===== config.mk =====
export PLATFORM = sky130hd
export DESIGN_NAME = sram_arbiter
export DESIGN_NICKNAME = d
export VERILOG_FILES = /design/src/rtl/sram_arb_pkg.sv /design/src/rtl/sram_arb_sched.sv /design/src/rtl/sram_arbiter.sv
export SDC_FILE = /design/constraint.sdc
export NUM_CORES = 1
export LEC_CHECK = 0
export BUFFER_PORTS_ARGS = -buffer_cell sky130_fd_sc_hd__clkbuf_2
export CAP_MARGIN = 20
export CELL_PAD_IN_SITES_DETAIL_PLACEMENT = 1
export CELL_PAD_IN_SITES_GLOBAL_PLACEMENT = 1
export CORE_MARGIN = 5
export CORE_UTILIZATION = 33
export DETAILED_ROUTE_END_ITERATION = 10
export HOLD_SLACK_MARGIN = 0.03
export PLACE_DENSITY_LB_ADDON = 0.05
export SYNTH_ARGS = -nofsm -noshare
export SYNTH_HDL_FRONTEND = slang
export SYNTH_SLANG_ARGS = --single-unit
export TNS_END_PERCENT = 1

===== constraint.sdc =====
create_clock -name clk -period 3.5 [get_ports clk]
set_clock_uncertainty 0.15 [all_clocks]
set_input_delay 0.35 -clock clk [delete_from_list [all_inputs] [get_ports clk]]
set_output_delay 0.35 -clock clk [all_outputs]
set_load 0.1 [all_outputs]

===== src/rtl/sram_arb_pkg.sv =====
// Shared types and phase constants for the time-slotted SRAM arbiter.
// The SRAM cycle is 8 clkPhase counts split into two 4-clock slots.
package sram_arb_pkg;

  typedef enum logic [1:0] {
    IDLE  = 2'd0,
    READ  = 2'd1,
    WRITE = 2'd2
  } state_t;

  typedef enum logic {
    SLOT_A = 1'b0,
    SLOT_B = 1'b1
  } slot_t;

  // Decision phases: sampling phase 7 opens slot A, phase 3 opens slot B.
  localparam logic [2:0] DEC_A     = 3'd7;
  localparam logic [2:0] DEC_B     = 3'd3;
  localparam logic [2:0] WE_FALL_K = 3'd1;
  localparam logic [2:0] WE_RISE_K = 3'd3;
  localparam logic [2:0] CAPTURE_K = 3'd3;

  function automatic logic is_decision(input logic [2:0] phase);
    return (phase == DEC_A) || (phase == DEC_B);
  endfunction

endpackage


===== src/rtl/sram_arb_sched.sv =====
// Combinational slot scheduler: picks the winner of the slot that opens at
// the current decision edge. Reads are favoured in slot A, writes in slot B.
module sram_arb_sched
  import sram_arb_pkg::*;
(
  input  logic [2:0] clkPhase,
  input  logic       reset,
  input  logic       rd_valid,
  input  logic       wr_valid,
  output logic       rd_ready,
  output logic       wr_ready,
  output state_t     grant
);

  slot_t slot;

  always_comb begin
    slot  = (clkPhase == DEC_A) ? SLOT_A : SLOT_B;
    grant = IDLE;
    if (!reset && is_decision(clkPhase)) begin
      if (slot == SLOT_A) begin
        if (rd_valid)      grant = READ;
        else if (wr_valid) grant = WRITE;
      end else begin
        if (wr_valid)      grant = WRITE;
        else if (rd_valid) grant = READ;
      end
    end
    rd_ready = (grant == READ);
    wr_ready = (grant == WRITE);
  end

endmodule


===== src/rtl/sram_arbiter.sv =====
// Time-slotted read/write arbiter for a 256Kx16 asynchronous SRAM; every pad
// signal is a flop. Optional byte-lane writes: SRAM_ARB_BYTE_MASK_EN.
module sram_arbiter
  import sram_arb_pkg::*;
#(
  parameter int ADDR_W = 18,
  parameter int DATA_W = 16
) (
  input  logic              clk,
  input  logic              reset,
  input  logic [2:0]        clkPhase,
  input  logic              rd_valid,
  input  logic [ADDR_W-1:0] rd_addr,
  output logic              rd_ready,
  output logic [DATA_W-1:0] rd_data,
  output logic              rd_data_valid,
  input  logic              wr_valid,
  input  logic [ADDR_W-1:0] wr_addr,
  input  logic [DATA_W-1:0] wr_data,
  input  logic [1:0]        wr_be,
  output logic              wr_ready,
  output logic [ADDR_W-1:0] sram_addr,
  output logic [DATA_W-1:0] sram_dq_o,
  input  logic [DATA_W-1:0] sram_dq_i,
  output logic              sram_dq_oe,
  output logic              sram_ce_n,
  output logic              sram_oe_n,
  output logic              sram_we_n,
  output logic              sram_ub_n,
  output logic              sram_lb_n
);

  state_t            state_q, state_d;
  state_t            grant;
  logic [2:0]        k_q, k_d;
  logic [ADDR_W-1:0] addr_q, addr_d;
  logic [DATA_W-1:0] dq_o_q, dq_o_d;
  logic [DATA_W-1:0] rd_data_q, rd_data_d;
  logic              rd_data_valid_q, rd_data_valid_d;
  logic              dq_oe_q, dq_oe_d;
  logic              ce_n_q, ce_n_d;
  logic              oe_n_q, oe_n_d;
  logic              we_n_q, we_n_d;
  logic              ub_n_q, ub_n_d;
  logic              lb_n_q, lb_n_d;
  logic [1:0]        wr_byte_n;

`ifdef SRAM_ARB_BYTE_MASK_EN
  assign wr_byte_n = ~wr_be;
`else
  logic unused_wr_be;
  assign unused_wr_be = ^wr_be;
  assign wr_byte_n    = 2'b00;
`endif

  sram_arb_sched u_sched (
    .clkPhase (clkPhase),
    .reset    (reset),
    .rd_valid (rd_valid),
    .wr_valid (wr_valid),
    .rd_ready (rd_ready),
    .wr_ready (wr_ready),
    .grant    (grant)
  );

  always_comb begin
    state_d         = state_q;
    k_d             = k_q;
    addr_d          = addr_q;
    dq_o_d          = dq_o_q;
    dq_oe_d         = dq_oe_q;
    ce_n_d          = ce_n_q;
    oe_n_d          = oe_n_q;
    we_n_d          = we_n_q;
    ub_n_d          = ub_n_q;
    lb_n_d          = lb_n_q;
    rd_data_d       = rd_data_q;
    rd_data_valid_d = 1'b0;

    // k_q names the offset of the upcoming edge relative to the grant edge.
    if (state_q != IDLE) k_d = k_q + 3'd1;

    case (state_q)
      WRITE: begin
        if (k_q == WE_FALL_K) we_n_d = 1'b0;
        if (k_q == WE_RISE_K) we_n_d = 1'b1;
      end
      READ: begin
        if (k_q == CAPTURE_K) begin
          rd_data_d       = sram_dq_i;
          rd_data_valid_d = 1'b1;
          oe_n_d          = 1'b1;
        end
      end
      default: ;
    endcase

    if (is_decision(clkPhase)) begin
      case (grant)
        READ: begin
          state_d = READ;
          k_d     = 3'd1;
          addr_d  = rd_addr;
          ce_n_d  = 1'b0;
          oe_n_d  = 1'b0;
          we_n_d  = 1'b1;
          dq_oe_d = 1'b0;
          ub_n_d  = 1'b0;
          lb_n_d  = 1'b0;
        end
        WRITE: begin
          state_d = WRITE;
          k_d     = 3'd1;
          addr_d  = wr_addr;
          dq_o_d  = wr_data;
          dq_oe_d = 1'b1;
          ce_n_d  = 1'b0;
          oe_n_d  = 1'b1;
          we_n_d  = 1'b1;
          ub_n_d  = wr_byte_n[1];
          lb_n_d  = wr_byte_n[0];
        end
        default: begin
          state_d = IDLE;
          k_d     = 3'd0;
          ce_n_d  = 1'b1;
          oe_n_d  = 1'b1;
          we_n_d  = 1'b1;
          dq_oe_d = 1'b0;
          ub_n_d  = 1'b1;
          lb_n_d  = 1'b1;
        end
      endcase
    end
  end

  always_ff @(posedge clk) begin
    if (reset) begin
      state_q         <= IDLE;
      k_q             <= 3'd0;
      addr_q          <= '0;
      dq_o_q          <= '0;
      dq_oe_q         <= 1'b0;
      ce_n_q          <= 1'b1;
      oe_n_q          <= 1'b1;
      we_n_q          <= 1'b1;
      ub_n_q          <= 1'b1;
      lb_n_q          <= 1'b1;
      rd_data_q       <= '0;
      rd_data_valid_q <= 1'b0;
    end else begin
      state_q         <= state_d;
      k_q             <= k_d;
      addr_q          <= addr_d;
      dq_o_q          <= dq_o_d;
      dq_oe_q         <= dq_oe_d;
      ce_n_q          <= ce_n_d;
      oe_n_q          <= oe_n_d;
      we_n_q          <= we_n_d;
      ub_n_q          <= ub_n_d;
      lb_n_q          <= lb_n_d;
      rd_data_q       <= rd_data_d;
      rd_data_valid_q <= rd_data_valid_d;
    end
  end

  assign sram_addr     = addr_q;
  assign sram_dq_o     = dq_o_q;
  assign sram_dq_oe    = dq_oe_q;
  assign sram_ce_n     = ce_n_q;
  assign sram_oe_n     = oe_n_q;
  assign sram_we_n     = we_n_q;
  assign sram_ub_n     = ub_n_q;
  assign sram_lb_n     = lb_n_q;
  assign rd_data       = rd_data_q;
  assign rd_data_valid = rd_data_valid_q;

endmodule


# Yosys cells after proc, flatten, opt, wreduce, memory -nomap -nowiden
# Index checks and enable logic that the tools add are counted.
[word_totals]
word_cells = 57
out_inout_bits = 59
reg_bits = 60
[op_classes]
add_sub_neg = 1
n_eq_ne = 8
reduce_logical = 17
bitwise_logic = 1
muxes = 20
[op_table]
columns = ["op", "count"]
rows = [
  ["18-bit one-hot mux with 2 select lines", 1],
  ["2-bit nonzero test", 6],
  ["1-bit 2-to-1 mux", 11],
  ["2-bit 2-to-1 mux", 5],
  ["2-bit AND reduction", 5],
  ["3-bit by 2-bit == test with 1-bit output (second input constant)", 2],
  ["3-bit 2-to-1 mux", 2],
  ["2-bit OR reduction", 3],
  ["2-bit by 1-bit == test with 1-bit output (second input constant)", 2],
  ["2-bit == test (second input constant)", 2],
  ["2-bit one-hot mux with 2 select lines", 1],
  ["3-bit by 1-bit adder with 3-bit output (second input constant)", 1],
  ["3-bit by 1-bit == test with 1-bit output (second input constant)", 1],
  ["3-bit == test (second input constant)", 1],
  ["1-bit logical AND", 1],
  ["1-bit zero test", 1],
  ["1-bit logical OR", 1],
  ["1-bit inverter", 1],
]

# Logic depth before layout (Yosys ltp)
# Gate-level depths: netlist (run 1).
[logic_depth]
word_depth = 8
depth_mapped = 9
depth_no_buf = 7

# By module
# From an unflattened synthesis (run 1), not the netlist that was laid out.
[unflattened]
hier_cells = 276
hier_area_um2 = 2547.4
[modules_own_cells]
columns = ["mod", "area_per_inst_um2", "seq_area_each_um2", "cells_per_inst", "n_inst"]
rows = [
  ["sram_arbiter", 2491.1, 1181.1, 269, 1],
  ["sram_arb_sched", 56.3, 0.0, 7, 1],
]

# Least setup slack after synthesis (run 1)
# OpenSTA, ideal clock, no wires.
[synth_path]
path_kind = "input to register"
from = "input port reset"
to = "register dq_o_q[10] (netlist: sram_dq_o[10])"
required_ns = 3.218
arrival_ns = 2.363
setup_slack_ns = 0.855
stages = 9
setup_time_ns = 0.132
path_cell_list = "buf_2 > nor2_1 > and3_1 > ha_1 > buf_6 > nand3_1 > buf_4 > nand2_1 > a21oi_1"
[synth_via]
elab_chain_len = 5
[synth_lines]
columns = ["element", "line", "source"]
rows = [
  ["start: declaration", "sram_arbiter.sv:10", "input logic reset,"],
  ["1-bit zero test", "sram_arb_sched.sv:20", "if (!reset && is_decision(clkPhase)) begin"],
  ["1-bit logical AND", "sram_arb_sched.sv:20", ""],
  ["2-bit 2-to-1 mux", "sram_arb_sched.sv:20", ""],
  ["2-bit == test", "-", ""],
  ["named net wr_ready", "sram_arbiter.sv:21", "output logic wr_ready,"],
  ["2-bit AND reduction (no line)", "-", ""],
  ["end signal: assignment", "sram_arbiter.sv:155", "dq_o_q <= dq_o_d;"],
  ["end: declaration", "sram_arbiter.sv:37", "logic [DATA_W-1:0] dq_o_q, dq_o_d;"],
]
# The timed path passes the listed nets, and every way through them passes these cells.
# A chain may end at the register's enable or synchronous reset.

# Worst setup path after layout (run 1)
[layout_path]
from = "input port reset"
to = "output port wr_ready"
[layout_via]
elab_chain_len = 4
[layout_lines]
columns = ["element", "line", "source"]
rows = [
  ["1-bit zero test", "sram_arb_sched.sv:20", ""],
  ["1-bit logical AND", "sram_arb_sched.sv:20", ""],
  ["2-bit 2-to-1 mux", "sram_arb_sched.sv:20", ""],
  ["2-bit == test", "sram_arb_sched.sv:30", "wr_ready = (grant == WRITE);"],
  ["end: declaration", "sram_arbiter.sv:21", ""],
]
# Every way passes these cells.

==> metrics.md, run 1 <==
| Metric | Value |
|---|---|
| RePlAce Congestion | `0.676` |
| Multi-input gate area | `1070 um^2` |
| Worst skew pair latency | `330 ps` |
| Die Span Y | `95.8 um` |
| Layout net count | `480` |
| Post-synthesis adder-cell area fraction | `0.0258` |
| WS Path Type | `input pin to primary output` |
| M1 WL | `2.87 mm` |
| Hold Path Class | `input pin to register` |
| CTS root buf | `clkbuf_8` |
| Crit share post-route | `0.663` |
| Pin count of the biggest net entering global routing | `39` |
| Result of the run | `completed` |
| Wire per inst | `13.7 um` |
| Cell type with the largest total area after synthesis | `dfxtp_1` |
| Clk pin slew, worst setup/hold paths | `60 ps` |
| Initial antenna violation count | `0` |
| TritonCTS Buffers | `9` |
| Top post-synthesis cells by area | `dfxtp_1 (49%), nand2_1 (11%), mux2i_1 (7.4%)` |
| Final Hold Vio Count | `0` |
| Layout cells sized above 1 | `0.386` |
| Async set-reset flop share out of synthesis | `0` |
| Cell area after synthesis | `2430 um^2` |
| Clock Tree Buf Depth | `2` |
| FF+latch area | `1180 um^2` |
| Number of global-route vias before repair | `2,408` |
| Final ANT Viol Nets | `0` |
| Cts repair resizes | `0` |
| Post-synth EDFFs | `0` |
| DR vias/cell | `4.61` |
| DRT Pass-1 Iters | `4` |
| Via count | `2,310` |
| Drt drc | `0` |
| Setup violators final | `0` |
| Fin crit period | `2320 ps` |
| Slew HR | `0.567` |
| Setup TNS | `0 ps` |
| Primary FF master, synth | `dfxtp_1` |
| I/O Pins | `136` |
| CP arrival | `1820 ps` |
| Hold Slack | `85.0 ps` |
| Final antenna diode count | `0` |
| Avg Inst Size Synth | `8.89 um^2` |
| Post-Route WL | `6.87 mm` |
| Mapped Cells | `273` |
| Leakage | `0.00140 uW` |
| Fillcell total | `924` |
| Worst vdd ir | `181 uV` |
| Post-synthesis sequential area ratio | `0.487` |
| Post-CTS Repair Setup Buffers | `0` |
| Min-delay src | `sram_dq_i[1]` |
| RSZ-0062 raised after global routing | `no` |
| Xor/xnor share of the synthesized area | `0.00361` |
| Met2 routed WL | `3.20 mm` |
| Metal3 WL | `664 um` |
| Power Density | `438 nW/um^2` |
| F_max | `431 MHz` |
| Startpoint types | `input pin` |
| Synth top area share | `0.487` |
| GRT Overall Usage | `0.158` |
| Post-synthesis compound-gate area fraction | `0.155` |
| Post-synth cell types | `34` |
| Initial Util | `0.336` |
| Yosys Warn Count | `0` |
| CTS tree | `built` |
| PortBufs | `133` |
| Simple-gate area share of the yosys netlist | `0.181` |
| Reg2Reg Depth | `5` |
| H-Tree Depth | `3` |
| Global-route wire length before repair | `11.1 mm` |
| Worst hold endpoint | `rd_data[1]` |
| Die Area | `9170 um^2` |
| Largest family of logic cells by synthesized area | `simple AND/OR/NAND/NOR gates` |
| Max Cap Violations | `0` |
| Multiplexer fraction of the synthesized cell area | `0.0742` |
| Crit Reg-Reg Endpoint | `rd_data[14]` |
| Crit path required time | `3000 ps` |
| Tightest Pin Transition | `647 ps` |
| Worst R2R Start | `k_q[0]` |
| Max layer used | `met4` |
| Hold Crit Depth | `3` |
| R2R Setup Slk | `1710 ps` |
| GR Overflow Total | `0` |
| Setup crit end kind | `primary output` |
| Detailed placer's ending HPWL | `5.27 mm` |
| DR iter-0 viols | `34` |
| Post-Syn Nets | `355` |
| Die Wd | `95.8 um` |
| CORE AREA | `7210 um^2` |
| Area Growth Syn to Fin | `34.9%` |
| Final Max Tran Viols | `0` |
| Post-synthesis register bit count | `59` |
| Crit Path Max Fanout | `24` |
| Row count | `31` |
| Clock sinks | `59` |
| Commonest cells in the netlist | `nand2_1 (68), dfxtp_1 (59), a21oi_1 (34)` |
| Hold-fix buffers, CTS | `0` |
| Cell with the most instances after synthesis | `nand2_1` |
## worst max path at each step
| stage | slack, ps | cells past startpoint | to | start |
|---|---|---|---|---|
| global placement | 950 | 6 | sram_addr[13] | reset |
| floorplan | 850 | 9 | sram_dq_o[10] | reset |
| global route | 1050 | 6 | wr_ready | reset |
| CTS | 1150 | 5 | wr_ready | reset |
| detailed placement | 850 | 6 | sram_addr[12] | reset |
| finish | 1180 | 5 | wr_ready | reset |
## through the flow
| stage | cells | power [uW] | util | setup slack (ps) | cell area (um^2) |
|---|---|---|---|---|---|
| final | 501 | 1430 | 0.454 | 1180 | 3280 |
| after CTS | 501 | 1460 | 0.454 | 1150 | 3280 |
| after floorplan | 273 | 784 | - | 855 | 2430 |
| after global placement | 486 | 838 | 0.427 | 947 | 3080 |
| after detailed placement | 486 | 841 | 0.427 | 853 | 3080 |
| after global routing | 501 | 1500 | 0.454 | 1050 | 3280 |
## where the power goes
| group | switching, uW | internal [uW] |
|---|---|---|
| Combinational | 92.7 | 49.1 |
| Clock | 247 | 363 |
| Sequential | 3.70 | 678 |
## metal layers
layer	up-vias	track usage
li1	1177	-
met1	1036	0.179
met2	87	0.262
met3	10	0.0625
met4	0	0.0711
met5	-	0
## cells by family after synthesis
logic type	after synthesis
mux	18
compound gates	60
buf+inv	25
flops	59
fa+ha+maj	5
xor+xnor	1
simple gates	105
## state kept, by name, summed over array words and instances (netlist names)
register       cells
sram_dq_o         16
k_q                3
sram_we_n          1
rd_data           16
sram_oe_n          1
sram_lb_n          1
sram_dq_oe         1
sram_addr         18
state_q            1
rd_data_valid      1
## cell type report
class	count	area share
Inverter	4	0.00458
Clock inverter	2	0.0107
Multi-Input combinational cell	189	0.325
Sequential cell	59	0.361
Timing Repair Buffer	135	0.212
Clock buffer	13	0.0485
Tap cell	99	0.0378
## worst max-delay path, cell delays in order
cell      delay [ps]
clkbuf_2         310
or3_1            470
ha_1             230
buf_4            240
buf_12           210
## cells in the final DEF (no fill, tap or decap), drive strengths merged
master   count
a21oi       35
buf          3
nor3         1
a21o         1
o21ai        2
or3          1
nand3b       2
nand2       68
and3         2
xnor2        1
inv          4
clkbuf     145
mux2i       18
nor2        23
nand3        4
o2bb2ai      1
or2          1
clkinv       1
dfxtp       59
and3b        2
a211oi      20
ha           5
a221o        1
nor2b        1
bufinv       1
Note: power is estimated with default switching activity, not from simulation.
==> run 2: changes to the inputs <==
--- a/config.mk
+++ b/config.mk
@@ -10,7 +10,7 @@
 export CELL_PAD_IN_SITES_DETAIL_PLACEMENT = 1
 export CELL_PAD_IN_SITES_GLOBAL_PLACEMENT = 1
 export CORE_MARGIN = 5
-export CORE_UTILIZATION = 33
+export CORE_UTILIZATION = 28
 export DETAILED_ROUTE_END_ITERATION = 10
 export HOLD_SLACK_MARGIN = 0.03
 export PLACE_DENSITY_LB_ADDON = 0.05
==> constraint.sdc (replaced) <==
create_clock -name clk -period 2 [get_ports clk]
set_clock_uncertainty 0.15 [all_clocks]
set_input_delay 0.2 -clock clk [delete_from_list [all_inputs] [get_ports clk]]
set_output_delay 0.2 -clock clk [all_outputs]
set_load 0.1 [all_outputs]
==> metrics.md, run 2 (synthesis gave the netlist of run 1 again) <==
| Metric | Value |
|---|---|
| Clock Tree Buf Depth | `2` |
| Hold Path Class | `input pin to register` |
| H-Tree Depth | `3` |
| Layout cells sized above 1 | `0.384` |
| CTS tree | `built` |
| Clock power frac | `0.370` |
| Crit path buf inv count | `4` |
| Commonest non-fill, non-tap cell in the layout | `clkbuf_2` |
| Crit share post-route | `0.964` |
| Die Wd | `103 um` |
| Die Span Y | `103 um` |
| RSZ-0062 raised after global routing | `no` |
| Post-CTS Repair Setup Buffers | `0` |
| Comb pwr share | `0.141` |
| Hold Slack | `47.2 ps` |
| DR iter-0 viols | `22` |
| Psw | `653 uW` |
| Number of flip-flops in the largest register | `18` |
| Area Growth Syn to Fin | `59.7%` |
| Detailed placer's ending HPWL | `5.24 mm` |
| TritonCTS Buffers | `9` |
| GRT Overall Usage | `0.148` |
| Slew HR | `0.627` |
| Clk pin slew, worst setup/hold paths | `60 ps` |
| Tot Pwr | `2440 uW` |
| Global-route wire length before repair | `12.2 mm` |
| Finished Cell Area | `3880 um^2` |
| F_max | `519 MHz` |
| Final antenna diode count | `0` |
| CTS root buf | `clkbuf_8` |
| Setup crit end kind | `register` |
| Commonest cells after routing, fill and taps aside | `clkbuf_2 (131), nand2_1 (68), dfxtp_1 (59)` |
| Sequential power share | `0.490` |
| Internal power | `1780 uW` |
| Via count | `2,562` |
| Pin count of the biggest net entering global routing | `42` |
| Fin crit period | `1930 ps` |
| Clock sinks | `59` |
| Tightest Pin Transition | `562 ps` |
| Fin worst setup slack | `71.8 ps` |
| Kind of cell adding the most delay to the critical path | `buffers and inverters` |
| Fillcell total | `1,038` |
| Row count | `34` |
| Result of the run | `completed` |
| Initial antenna violation count | `0` |
| Pre-CTS setup slack | `-22.4 ps` |
| Max Cap Violations | `0` |
| RePlAce Congestion | `0.714` |
| Final Non-Filler Cells | `566` |
| Worst path max stage delay | `550 ps` |
| Worst vdd ir | `251 uV` |
| I/O Pins | `136` |
| CP arrival | `2030 ps` |
| Crit path required time | `2100 ps` |
| Startpoint types | `input pin` |
| DP Area | `3240 um^2` |
| Setup violators final | `0` |
| Final Max Tran Viols | `0` |
| GR Overflow Total | `0` |
| Number of global-route vias before repair | `2,648` |
| Net Sw Frac | `0.268` |
| Final ANT Viol Nets | `0` |
| DR vias/cell | `4.53` |
| Leakage | `0.00167 uW` |
| Crit Path Max Fanout | `19` |
| Drt drc | `0` |
| Worst skew pair latency | `330 ps` |
| Layout net count | `535` |
| Slowest stage cell, crit path | `dlygate4sd3_1` |
| Die Area | `10,600 um^2` |
| Post-Route WL | `7.62 mm` |
| Initial Util | `0.282` |
| CP cell instances | `clkbuf_2, inv_1, o21ai_1, or3_4, ha_4, buf_12, mux2i_1, dlygate4sd3_1, a211oi_1` |
| WS Path Type | `input pin to register` |
| CORE AREA | `8590 um^2` |
| Final Hold Vio Count | `0` |
| PortBufs | `133` |
| DRT Pass-1 Iters | `4` |
| Power Density | `628 nW/um^2` |
| Wire per inst | `13.5 um` |
| DP Cell Count | `506` |
## run 2: cell types whose count changed in the layout (fill, tap and decap cells not counted), moves of 2 or more
cell and change:
a211oi_1 -4, a211oi_2 +4, buf_12 +4, buf_4 +8, clkbuf_8 -2, clkinv_2 +4
dlygate4sd3_1 +41, dlymetal6s4s_1 +3, ha_1 -2
## run 2: power by group through the flow
stage,sequential (uW),clock [uW],combinational [uW]
floorplan,1290,0,85.2
global placement,1220,0,267
detailed placement,1220,0,271
CTS,1190,957,341
global route,1190,1000,369
finish,1190,901,342
## run 2: worst paths after layout
| path | start | endpoint | slack (ps) | cells after the start |
|---|---|---|---|---|
| setup / recovery | wr_valid | sram_addr[16] | 70 | 9 |
| setup reg to reg | k_q[0] | rd_data[8] | 410 | 5 |
| hold / removal | rd_addr[6] | sram_addr[6] | 50 | 3 |
| hold reg to reg | rd_data[3] | rd_data[3] | 310 | 2 |
## run 2: worst reg2reg max path, delay by kind of cell, from the launching register on
kind	cells	cell delay, ps
DFF	1	380
adders and majority gates	2	370
and+or+nand+nor	2	510
AOI/OAI and AO/OA	1	130
## run 2: area by class of cell
class	instances	area, um^2	share of cell area
timing repair buffer	190	1280	0.330
sequential	59	1180	0.305
clock buffer	10	128	0.0329
clock inverter	6	32.5	0.00839
inverter	4	15.0	0.00387
multi-input combinational	189	1110	0.286
tap	108	135	0.0349
## run 2: repair_timing
action	4_1_cts	5_1_grt
gates resized for setup	0	10
hold buffers	45	0
setup endpoints to repair	0	8
endpoints found under the hold margin	40	0
## run 2: per-layer routing
layer	part of all wire	routed length, um	track usage	up-vias
li1	-	-	-	1281
met2	0.50	3800	0.262	87
met3	0.10	768	0.0704	8
met5	0	0	0	-
met4	0.012	92	0.0478	0
met1	0.39	2960	0.154	1186
## run 2: stage by stage
step                      setup TNS (ps)   util
final                                  0  0.451
after detailed placement            -167  0.377
after global routing                   0  0.451
after CTS                              0  0.448
after floorplan                    -16.9      -
after global placement             -94.9  0.377
==> run 3: changes to the inputs <==
--- a/config.mk
+++ b/config.mk
@@ -5,12 +5,13 @@
 export SDC_FILE = /design/constraint.sdc
 export NUM_CORES = 1
 export LEC_CHECK = 0
+export ABC_AREA = 1
 export BUFFER_PORTS_ARGS = -buffer_cell sky130_fd_sc_hd__clkbuf_2
 export CAP_MARGIN = 20
 export CELL_PAD_IN_SITES_DETAIL_PLACEMENT = 1
 export CELL_PAD_IN_SITES_GLOBAL_PLACEMENT = 1
 export CORE_MARGIN = 5
-export CORE_UTILIZATION = 28
+export CORE_UTILIZATION = 27
 export DETAILED_ROUTE_END_ITERATION = 10
 export HOLD_SLACK_MARGIN = 0.03
 export PLACE_DENSITY_LB_ADDON = 0.05
==> metrics.md, run 3 <==
| Metric | Value |
|---|---|
| Result of the run | `completed` |
| Avg Inst Size Synth | `6.84 um^2` |
| Cell area after synthesis | `2660 um^2` |
| WS Path Type | `input pin to register` |
| CORE AREA | `9680 um^2` |
| Die Area | `11,900 um^2` |
| Via count | `3,061` |
| Top post-synthesis cells by area | `dfxtp_1 (44%), nand2_1 (14%), inv_1 (7.2%)` |
| Layout cells sized above 1 | `0.292` |
| TritonCTS Buffers | `9` |
| Cell type with the largest total area after synthesis | `dfxtp_1` |
| F_max | `545 MHz` |
| Post-synthesis sequential area ratio | `0.444` |
| Final Hold Vio Count | `0` |
| Pin count of the biggest net entering global routing | `36` |
| Final ANT Viol Nets | `0` |
| DP Area | `3470 um^2` |
| Setup violators final | `0` |
| Area Growth Syn to Fin | `55.8%` |
| Cell with the most instances after synthesis | `nand2_1` |
| Startpoint types | `input pin` |
| GRT Overall Usage | `0.157` |
| CTS root buf | `clkbuf_8` |
| PortBufs | `133` |
| Fin crit period | `1830 ps` |
| RePlAce Congestion | `0.720` |
| I/O Pins | `136` |
| Leakage | `0.00202 uW` |
| Post-Syn Nets | `471` |
| Min-delay src | `wr_addr[13]` |
| Layout net count | `646` |
| Post-synth EDFFs | `0` |
| Commonest cells after routing, fill and taps aside | `clkbuf_2 (131), nand2_1 (102), dfxtp_1 (59)` |
| Tightest Pin Transition | `567 ps` |
| Hold Crit Depth | `5` |
| Post-synth cell types | `17` |
| Initial antenna violation count | `0` |
| Post-synthesis register bit count | `59` |
| GR Overflow Total | `0` |
| Pre-CTS setup slack | `167 ps` |
| Slew HR | `0.624` |
| RSZ-0062 raised after global routing | `no` |
| Power Density | `651 nW/um^2` |
| Crit Reg-Reg Endpoint | `rd_data[14]` |
| Number of flip-flops in the largest register | `18` |
| Worst hold endpoint | `sram_addr[13]` |
| DRT Pass-1 Iters | `4` |
| Detailed placer's ending HPWL | `6.23 mm` |
| Drt drc | `0` |
| Clock sinks | `59` |
| Final Max Tran Viols | `0` |
| Worst skew pair latency | `340 ps` |
| Crit Path Max Fanout | `30` |
| Post-CTS Repair Setup Buffers | `0` |
| Row count | `36` |
| Max Cap Violations | `0` |
| Yosys Warn Count | `0` |
| DR iter-0 viols | `102` |
| CTS tree | `built` |
| Commonest cells in the netlist | `nand2_1 (102), dfxtp_1 (59), inv_1 (51)` |
| Fin worst setup slack | `166 ps` |
| Final antenna diode count | `0` |
| Tot Pwr | `2700 uW` |
| Async set-reset flop share out of synthesis | `0` |
| Wire per inst | `12.9 um` |
| Number of global-route vias before repair | `3,158` |
| Crit share post-route | `0.917` |
| Die Wd | `109 um` |
| CP arrival | `1940 ps` |
| Hold Path Class | `input pin to register` |
| Finished Cell Area | `4150 um^2` |
| H-Tree Depth | `3` |
| Crit path required time | `2100 ps` |
| Reg2Reg Depth | `5` |
| Clk pin slew, worst setup/hold paths | `80 ps` |
| Synth top area share | `0.444` |
| Primary FF master, synth | `dfxtp_1` |
| Worst vdd ir | `232 uV` |
| Commonest non-fill, non-tap cell in the layout | `clkbuf_2` |
| Initial Util | `0.275` |
| Worst R2R Start | `k_q[0]` |
| Die Span Y | `109 um` |
| R2R Setup Slk | `430 ps` |
| Global-route wire length before repair | `14.7 mm` |
| Mapped Cells | `389` |
| Post-Route WL | `9.09 mm` |
| Clock Tree Buf Depth | `2` |
| Setup crit end kind | `register` |
| DR vias/cell | `4.36` |
## run 3: changes by cell type after synthesis, sizes merged, moves of 5 or more
cell / before / now
a211oi: 20 / 0
buf: 16 / 21
inv: 4 / 53
mux2i: 18 / 0
nand2: 68 / 103
nand3: 4 / 21
nand4: 0 / 18
nor2: 23 / 49
o21ai: 2 / 20
## run 3: repair_timing
| action | CTS | global route |
|---|---|---|
| endpoints found under the setup margin | 0 | 2 |
| gates resized for setup | 0 | 1 |
| hold endpoints to repair | 45 | 0 |
| hold buffers | 47 | 0 |
## run 3: cell families (layout without fill, tap and decap cells)
logic type / after synthesis / in the layout / share of synthesized area
DFF: 59 / 59 / 0.444
buffers and inverters: 79 / 259 / 0.128
and+or+nand+nor: 191 / 191 / 0.301
AOI/OAI and AO/OA: 55 / 55 / 0.104
adders and majority gates: 5 / 5 / 0.0235
## run 3: metrics by stage
| step | utilization | hold WS, ps | std cells | TNS [ps] |
|---|---|---|---|---|
| after global placement | 0.359 | 298 | 639 | 0 |
| after floorplan | - | 210 | 389 | -364 |
| after global routing | 0.428 | 56.0 | 702 | 0 |
| after CTS | 0.428 | 30.2 | 702 | 0 |
| after detailed placement | 0.359 | 304 | 639 | 0 |
| final | 0.428 | 37.8 | 702 | 0 |
## run 3: worst max path at each step
stage,depth (start not counted),startpoint,to,slack [ps]
after global placement,11,clkPhase[0],k_q[0],190
after detailed placement,11,clkPhase[1],k_q[0],170
after floorplan,11,clkPhase[0],sram_dq_o[10],-20
after global routing,11,clkPhase[1],sram_addr[6],40
after CTS,11,clkPhase[1],sram_addr[2],100
final,11,clkPhase[1],sram_addr[6],170
## run 3: power by group
| group | total [uW] | internal (uW) | switching [uW] |
|---|---|---|---|
| clock | 1130 | 581 | 546 |
| sequential | 1200 | 1190 | 8.48 |
| combinational | 376 | 162 | 214 |
| total | 2700 | 1930 | 769 |
## run 3: worst max-delay path, cell delays in order
cell           delay [ps]
clkbuf_2              120
nand2_2               120
inv_2                  90
nand4_1               120
inv_1                 120
ha_4                  150
buf_6                 200
o21ai_0               100
dlygate4sd3_1         560
nor2_1                 90
nor2_1                 50
## run 3: layer usage
metal / part of all wire / track usage / up-vias
met1: 0.42 / 0.180 / 1385
met5: 0 / 0 / -
met3: 0.078 / 0.0564 / 12
li1: - / - / 1571
met4: 0.020 / 0.0561 / 0
met2: 0.48 / 0.269 / 93
## run 3: cell type report
type	instances	area, um^2
tap	133	166
sequential	59	1180
clock buffer	9	124
fill	1258	5540
multi-input combinational	251	1160
inverter	53	199
clock inverter	7	76.3
timing repair buffer	190	1240
